$ cat config.mk
export PLATFORM = sky130hd
export DESIGN_NAME = dom_share_encoder
export DESIGN_NICKNAME = d
export VERILOG_FILES = /design/src/rtl/dom_pkg.sv /design/src/rtl/dom_lfsr_step.sv /design/src/rtl/dom_share_encoder.sv
export SDC_FILE = /design/constraint.sdc
export NUM_CORES = 1
export LEC_CHECK = 0
export BUFFER_PORTS_ARGS = -buffer_cell sky130_fd_sc_hd__buf_2
export CORE_MARGIN = 10
export CORE_UTILIZATION = 45
export DETAILED_ROUTE_END_ITERATION = 16
export GPL_ROUTABILITY_DRIVEN = 0
export PLACE_DENSITY = 0.83
export SYNTH_ARGS = -nofsm -noshare
export SYNTH_HDL_FRONTEND = slang
export SYNTH_SLANG_ARGS = --single-unit
$ cat constraint.sdc
create_clock -name clk -period 2.45 [get_ports clk]
set_clock_uncertainty 0.05 [all_clocks]
set_input_delay 0.1225 -clock clk [delete_from_list [all_inputs] [get_ports clk]]
set_output_delay 0.1225 -clock clk [all_outputs]
set_load 0.05 [all_outputs]
$ cat src/rtl/dom_pkg.sv
// Shared definitions for the DOM share encoder: PRNG constants and FSM states.
package dom_pkg;

  localparam int unsigned LFSR_W = 32;
  localparam logic [LFSR_W-1:0] LFSR_POLY  = 32'h8020_0003;
  localparam logic [LFSR_W-1:0] LFSR_RESET = 32'h0000_0001;

  typedef enum logic {
    ST_UNSEEDED,
    ST_RUN
  } dom_state_e;

endpackage

$ cat src/rtl/dom_lfsr_step.sv
// Combinational multi-step advance of the 32-bit Galois LFSR (shifts toward bit 0).
module dom_lfsr_step
  import dom_pkg::*;
#(
  parameter int unsigned STEPS = 16
) (
  input  logic [LFSR_W-1:0] state,
  output logic [LFSR_W-1:0] next_state
);

  logic [LFSR_W-1:0] acc;

  // Unrolled chain of STEPS single Galois steps.
  always_comb begin
    acc = state;
    for (int unsigned i = 0; i < STEPS; i++) begin
      acc = {1'b0, acc[LFSR_W-1:1]} ^ (acc[0] ? LFSR_POLY : '0);
    end
    next_state = acc;
  end

endmodule

$ cat src/rtl/dom_share_encoder.sv
// Splits plaintext into two Boolean shares and emits fresh randomness for a DOM AND.
module dom_share_encoder
  import dom_pkg::*;
#(
  parameter int WIDTH = 8
) (
  input  logic             clk,
  input  logic             rst_n,
  input  logic             seed_valid,
  input  logic [31:0]      seed,
  input  logic             in_valid,
  input  logic [WIDTH-1:0] in_data,
  output logic             in_ready,
  output logic             out_valid,
  output logic [WIDTH-1:0] out_share0,
  output logic [WIDTH-1:0] out_share1,
  output logic [WIDTH-1:0] out_r,
  input  logic             out_ready,
  output logic             seeded
);

  if (WIDTH < 1 || WIDTH > 16) begin : g_width_check
    $error("dom_share_encoder: WIDTH must be in 1..16");
  end

  dom_state_e        state, state_next;
  logic [LFSR_W-1:0] lfsr;
  logic [LFSR_W-1:0] lfsr_adv;
  logic [WIDTH-1:0]  mask;
  logic [WIDTH-1:0]  rnd;
  logic              accept;

  assign mask   = lfsr[WIDTH-1:0];
  assign rnd    = lfsr[2*WIDTH-1:WIDTH];
  assign seeded = (state == ST_RUN);

  // Seed load has priority: in_ready drops whenever seed_valid is high.
  assign in_ready = (state == ST_RUN) && !seed_valid && (!out_valid || out_ready);
  assign accept   = in_valid && in_ready;

  dom_lfsr_step #(
    .STEPS(2 * WIDTH)
  ) u_step (
    .state     (lfsr),
    .next_state(lfsr_adv)
  );

  // FSM state register.
  always_ff @(posedge clk or negedge rst_n) begin
    if (!rst_n) state <= ST_UNSEEDED;
    else        state <= state_next;
  end

  // Next state: any seed load lands in (or stays in) RUN.
  always_comb begin
    state_next = state;
    if (seed_valid) state_next = ST_RUN;
  end

  // PRNG: load seed (never all-zero) or consume 2*WIDTH bits per accepted word.
  always_ff @(posedge clk or negedge rst_n) begin
    if (!rst_n) begin
      lfsr <= LFSR_RESET;
    end else if (seed_valid) begin
      lfsr <= (seed == '0) ? LFSR_RESET : seed;
    end else if (accept) begin
      lfsr <= lfsr_adv;
    end
  end

  // Output register: share0 is formed and registered in one step so no unmasked value persists.
  always_ff @(posedge clk or negedge rst_n) begin
    if (!rst_n) begin
      out_valid  <= 1'b0;
      out_share0 <= '0;
      out_share1 <= '0;
      out_r      <= '0;
    end else if (accept) begin
      out_valid  <= 1'b1;
      out_share0 <= in_data ^ mask;
      out_share1 <= mask;
      out_r      <= rnd;
    end else if (out_ready) begin
      out_valid  <= 1'b0;
    end
  end

endmodule

After elaboration in Yosys (flattened, before gate mapping). Index checks and enable logic that the tools add are counted.

Add/subtract/negate cells: 0. Multipliers: 0. Div/mod/pow operators: 0. $lt $le $gt $ge: 0. Equality and inequality tests: 0. Shifts and indexed selects: 0. Mux-type cells: 21. Bitwise gates (word level): 17. Reduce and logical (&&, ||, !) cells: 9.

Operators by type and width (number): $mux 32 (19); $xor 31x32->32 (16); $logic_not 32->1 (1); $xor 8x8->8 (1); $reduce_bool 2->1 (2); $logic_and 1x1->1 (3); $logic_not 1->1 (2); $mux 1 (2); $logic_or 1x1->1 (1).

Flip-flop bits (word level): 58. Latch bits: 0. Bits in writable memories: 0. Bits in read-only memories: 0. Logic and storage cells: 53. Memories: 0.

Logic depth before layout (Yosys ltp).
Word-level depth: 34. Gate-level depth with buffers: 8. Gate-level depth less buffers: 6.

Modules after synthesis. A second synthesis with hierarchy kept.

Cells, all modules: 284. Area, all modules: 3340.7 um2.

Modules (own cells, without submodules): dom_share_encoder (times used 1, cells an instance 225, area an instance 2646.3 um2); dom_lfsr_step (times used 1, cells an instance 59, area an instance 694.4 um2).

Worst setup path after synthesis. OpenSTA, ideal clock, no wires.

Kind: register to register. Start point: register out_valid. End point: register out_share1[7]. Data arrival time: 3.482 ns. Required time: 2.334 ns. Slack: -1.148 ns. Cell stages (with the launch flop): 9. Path buffers: 3. Clock period less this slack: 3.598 ns. Path through: dfrtp_1 nor2b_1 nor3b_1 and2_1 clkbuf_1 clkbuf_1 clkbuf_1 nand2_1 nand2_1.

Word-level cells in the longest chain between the ends: 4.

RTL lines: start: declaration (RTL line dom_share_encoder.sv:14) `output logic out_valid,`; start signal: assignment (RTL line dom_share_encoder.sv:74) `out_valid <= 1'b0;`; start signal: assignment (RTL line dom_share_encoder.sv:79) `out_valid <= 1'b1;`; start signal: assignment (RTL line dom_share_encoder.sv:84) `out_valid <= 1'b0;`; $logic_not 1->1 (RTL line dom_share_encoder.sv:38) `assign in_ready = (state == ST_RUN) && !seed_valid && (!out_valid || out_ready);`; $logic_or 1x1->1 (RTL line dom_share_encoder.sv:38); $logic_and 1x1->1 (RTL line dom_share_encoder.sv:38); named net in_ready (RTL line dom_share_encoder.sv:13) `output logic in_ready,`; $logic_and 1x1->1 (RTL line dom_share_encoder.sv:39) `assign accept = in_valid && in_ready;`; end signal: assignment (RTL line dom_share_encoder.sv:81) `out_share1 <= mask;`; end: declaration (RTL line dom_share_encoder.sv:16) `output logic [WIDTH-1:0] out_share1,`.

The timed path passes the listed nets, and every way through them passes these cells. A chain may end at the register's enable or synchronous reset.

Worst setup path in the final report.
Start point: register lfsr[10]. End point: register lfsr[0].

Word-level cells in the longest chain between the ends: 24.

RTL lines: start: declaration (RTL line dom_share_encoder.sv:27) `logic [LFSR_W-1:0] lfsr;`; start signal: assignment (RTL line dom_share_encoder.sv:65) `lfsr <= (seed == '0) ? LFSR_RESET : seed;`; start signal: assignment (RTL line dom_share_encoder.sv:67) `lfsr <= lfsr_adv;`; $xor 31x32->32 (*) (10 in a row) (RTL line dom_lfsr_step.sv:17) `acc = {1'b0, acc[LFSR_W-1:1]} ^ (acc[0] ? LFSR_POLY : '0);`; $mux 32 (*) (RTL line dom_lfsr_step.sv:17); $xor 31x32->32 (*) (RTL line dom_lfsr_step.sv:17); $mux 32 (RTL line dom_lfsr_step.sv:17); $xor 31x32->32 (*) (RTL line dom_lfsr_step.sv:17); $mux 32 (RTL line dom_lfsr_step.sv:17); $xor 31x32->32 (*) (RTL line dom_lfsr_step.sv:17); $mux 32 (RTL line dom_lfsr_step.sv:17); $xor 31x32->32 (*) (RTL line dom_lfsr_step.sv:17); $mux 32 (RTL line dom_lfsr_step.sv:17); $xor 31x32->32 (*) (RTL line dom_lfsr_step.sv:17); $mux 32 (RTL line dom_lfsr_step.sv:17); $xor 31x32->32 (*) (RTL line dom_lfsr_step.sv:17); $mux 32 (*) (RTL line dom_share_encoder.sv:66) `end else if (accept) begin`; $mux 32 (*) (RTL line dom_share_encoder.sv:64) `end else if (seed_valid) begin`.

Every way passes the cells marked *; elsewhere a longest branch is shown, timed or not. The select of a mux whose other input is x is not followed.

==> qor.yml <==
yosysMostFrequentCell: "nand2_1"
drv_slew: 0
routed_via_density: 5.066
syn_nets: 374
netlist.top_cell.by_area: "dfrtp_1"
drtIter0Drc: 188
synthCells: 329
drt-met1-wl_um: 3787
hold_ws_ps: 16.66
gr-total-overflow: 0
ir_worst_vdd_v: 0.001101
drtPass1Iterations: 4
required_ps: 2680
vias: 2761
hp-start: "seed[1]"
wl_per_cell_um: 16.55
htreeDepth: 3
dieWidth_um: 104.3
ff2ff_setup_slack_ps: 40
antenna_found_initial: 0
maxCapViolCount: 0
power-per-cell-area_nw_per_um2: 1577
grt_max_degree: 45
post-dp-hpwl_um: 6627
final_antenna_net_count: 0
coreArea_um2: 6869
cp_max_fo: 3
routed.top_layer: "met4"
hp-class: "primary input to register"
ys_types: 37
fin_ws_ps: 44.24
drc_errors: 0
synth_area_leaders: "dfrtp_1 45%, nand2_1 9.6%, xnor2_1 8.8%"
yosys_warnings: 0
io_pins: 72
setup.worst_path.class: "register to register"
track_usage_pct: 16.77
grt_pass1_vias: 2955
synth_ff_type: "dfrtp_1"
wl_met3_um: 706
dieArea_um2: 10880
wl_um: 9020
start_util_pct: 46.56
cp-end-kind: "register"
fmax_mhz: 415.7
finalPower_mw: 6.885
worstPathArrival_ps: 2640
drive_gt1_share_pct: 29.18
clk_latency_ps: 340
root_buffer: "clkbuf_8"
worst_pin_slew_ps: 740.0
crit_start: "lfsr[10]$_DFFE_PN0P_"
ys_seq_area_share_pct: 45.42
die_y_um: 104.3
nets: 489
rr_startpoint: "lfsr[10]$_DFFE_PN0P_"
outcome: "finished clean"
syn_avg_cell_area_um2: 9.721
utilization_pct: 63.55
timing.final.crit_period_ps: 2406
power.leakage_nw: 2.075
cts_sinks: 58
rows: 30
seq_area_um2: 1453
final.fill_count: 554
tns_ps: 0
async_flop_share_pct: 100.0
port_buffers: 71
critPathLaunchType: "register"
finalSetupViolations: 0
multiInputGateArea_um2: 1672
n_antenna_cell: 0
ys_seq_elements: 58
numCtsBuffers: 9
synth_top_cells_by_count: "82 x nand2_1, 57 x dfrtp_1, 33 x o21ai_0"
synth_edf_count: 0
met2_length_um: 4393
yosysTopAreaCellShare_pct: 44.60
cts_tree: "built"
finalHoldViolations: 0
grt_pass1_wl_um: 14920
syn_area_um2: 3198
finalCritPeriodShare_pct: 98.19
dp_slack_ps: 3.353
placed_cells: 495
relSlewSlack_pct: 50.67
fin_area_um2: 4365
clk_pin_slew_ps: 70
fin_cells: 545
rsz0062_at_grt: "yes"
area_delta_synth_final_pct: 36.50
placedInstanceArea_um2: 3739
cts_max_path_buffers: 2
-- timing repair --
item,in CTS,in global routing
resized for setup,1,5
gates cloned,0,0
endpoints found under the hold margin,56,0
pin swaps,6,6
hold buffers,27,0
setup endpoints to repair,1,5
setup buffers,6,1
-- where the power goes --
| group | internal, mW | total, mW | switching (mW) | leakage [nW] |
|---|---|---|---|---|
| clock | 0.805 | 1.20 | 0.391 | 0.134 |
| sequential | 1.23 | 1.44 | 0.206 | 0.704 |
| combinational | 2.05 | 4.25 | 2.20 | 1.24 |
-- metal layers --
metal	GRT usage (%)	up-vias
met5	0	-
met4	5.467	0
met3	4.833	12
met2	27.53	109
met1	20.56	1319
li1	-	1321
-- worst paths after layout --
kind                            cells after the start                   endpoint
worst min-delay path                                3        lfsr[1]$_DFFE_PN0P_
min in group asynchronous                           2  out_share1[0]$_DFFE_PN0P_
worst min register to register                      2  out_share1[6]$_DFFE_PN0P_
max in group asynchronous                           3       lfsr[29]$_DFFE_PN0P_
worst max-delay path                                6        lfsr[0]$_DFFE_PN1P_
worst max register to register                      6        lfsr[0]$_DFFE_PN1P_
-- cells by family (layout without fill, tap and decap cells) --
| kind of cell | after synthesis | in the layout | synth area share, % |
|---|---|---|---|
| buf+inv | 24 | 144 | 3.912 |
| compound gates | 62 | 62 | 10.56 |
| flops | 58 | 58 | 45.42 |
| xor+xnor | 57 | 57 | 20.74 |
| mux | 14 | 14 | 4.382 |
| simple gates | 114 | 114 | 14.98 |
-- critical path, stage by stage, from the launching register on --
cell	delay (ps)
dfrtp_1	380
xnor3_1	430
xnor3_2	410
xor2_2	160
xnor3_2	440
or4_1	400
nand3_1	80
-- state kept, by name, indices dropped and copies added (netlist names) --
name / flops
out_valid: 1
out_share1: 8
lfsr: 32
out_share0: 8
out_r: 8
seeded: 1
-- final cells by class --
class	count	share of cell area, %
Clock buffer	11	3.239
Clock inverter	5	2.866
Inverter	1	0.08598
Multi-Input combinational cell	247	38.29
Sequential cell	58	33.28
Tap cell	96	2.751
Timing Repair Buffer	127	19.49
-- placed cells by master (no fill, tap or decap), drive strengths merged, types with 2 or more instances in the layout --
cell type | netlist | routed
and2 | 2 | 2
nor4 | 8 | 8
dlygate4sd3 | 0 | 27
mux2i | 14 | 14
dfrtp | 57 | 57
buf | 7 | 100
nand4 | 3 | 3
xor2 | 17 | 17
a31oi | 2 | 2
a21oi | 14 | 14
o21a | 5 | 5
o21ai | 36 | 36
clkbuf | 16 | 11
nand2 | 82 | 82
nor2 | 12 | 12
bufinv | 0 | 4
xnor2 | 33 | 33
xnor3 | 7 | 7
(Power assumes the default switching activity.)
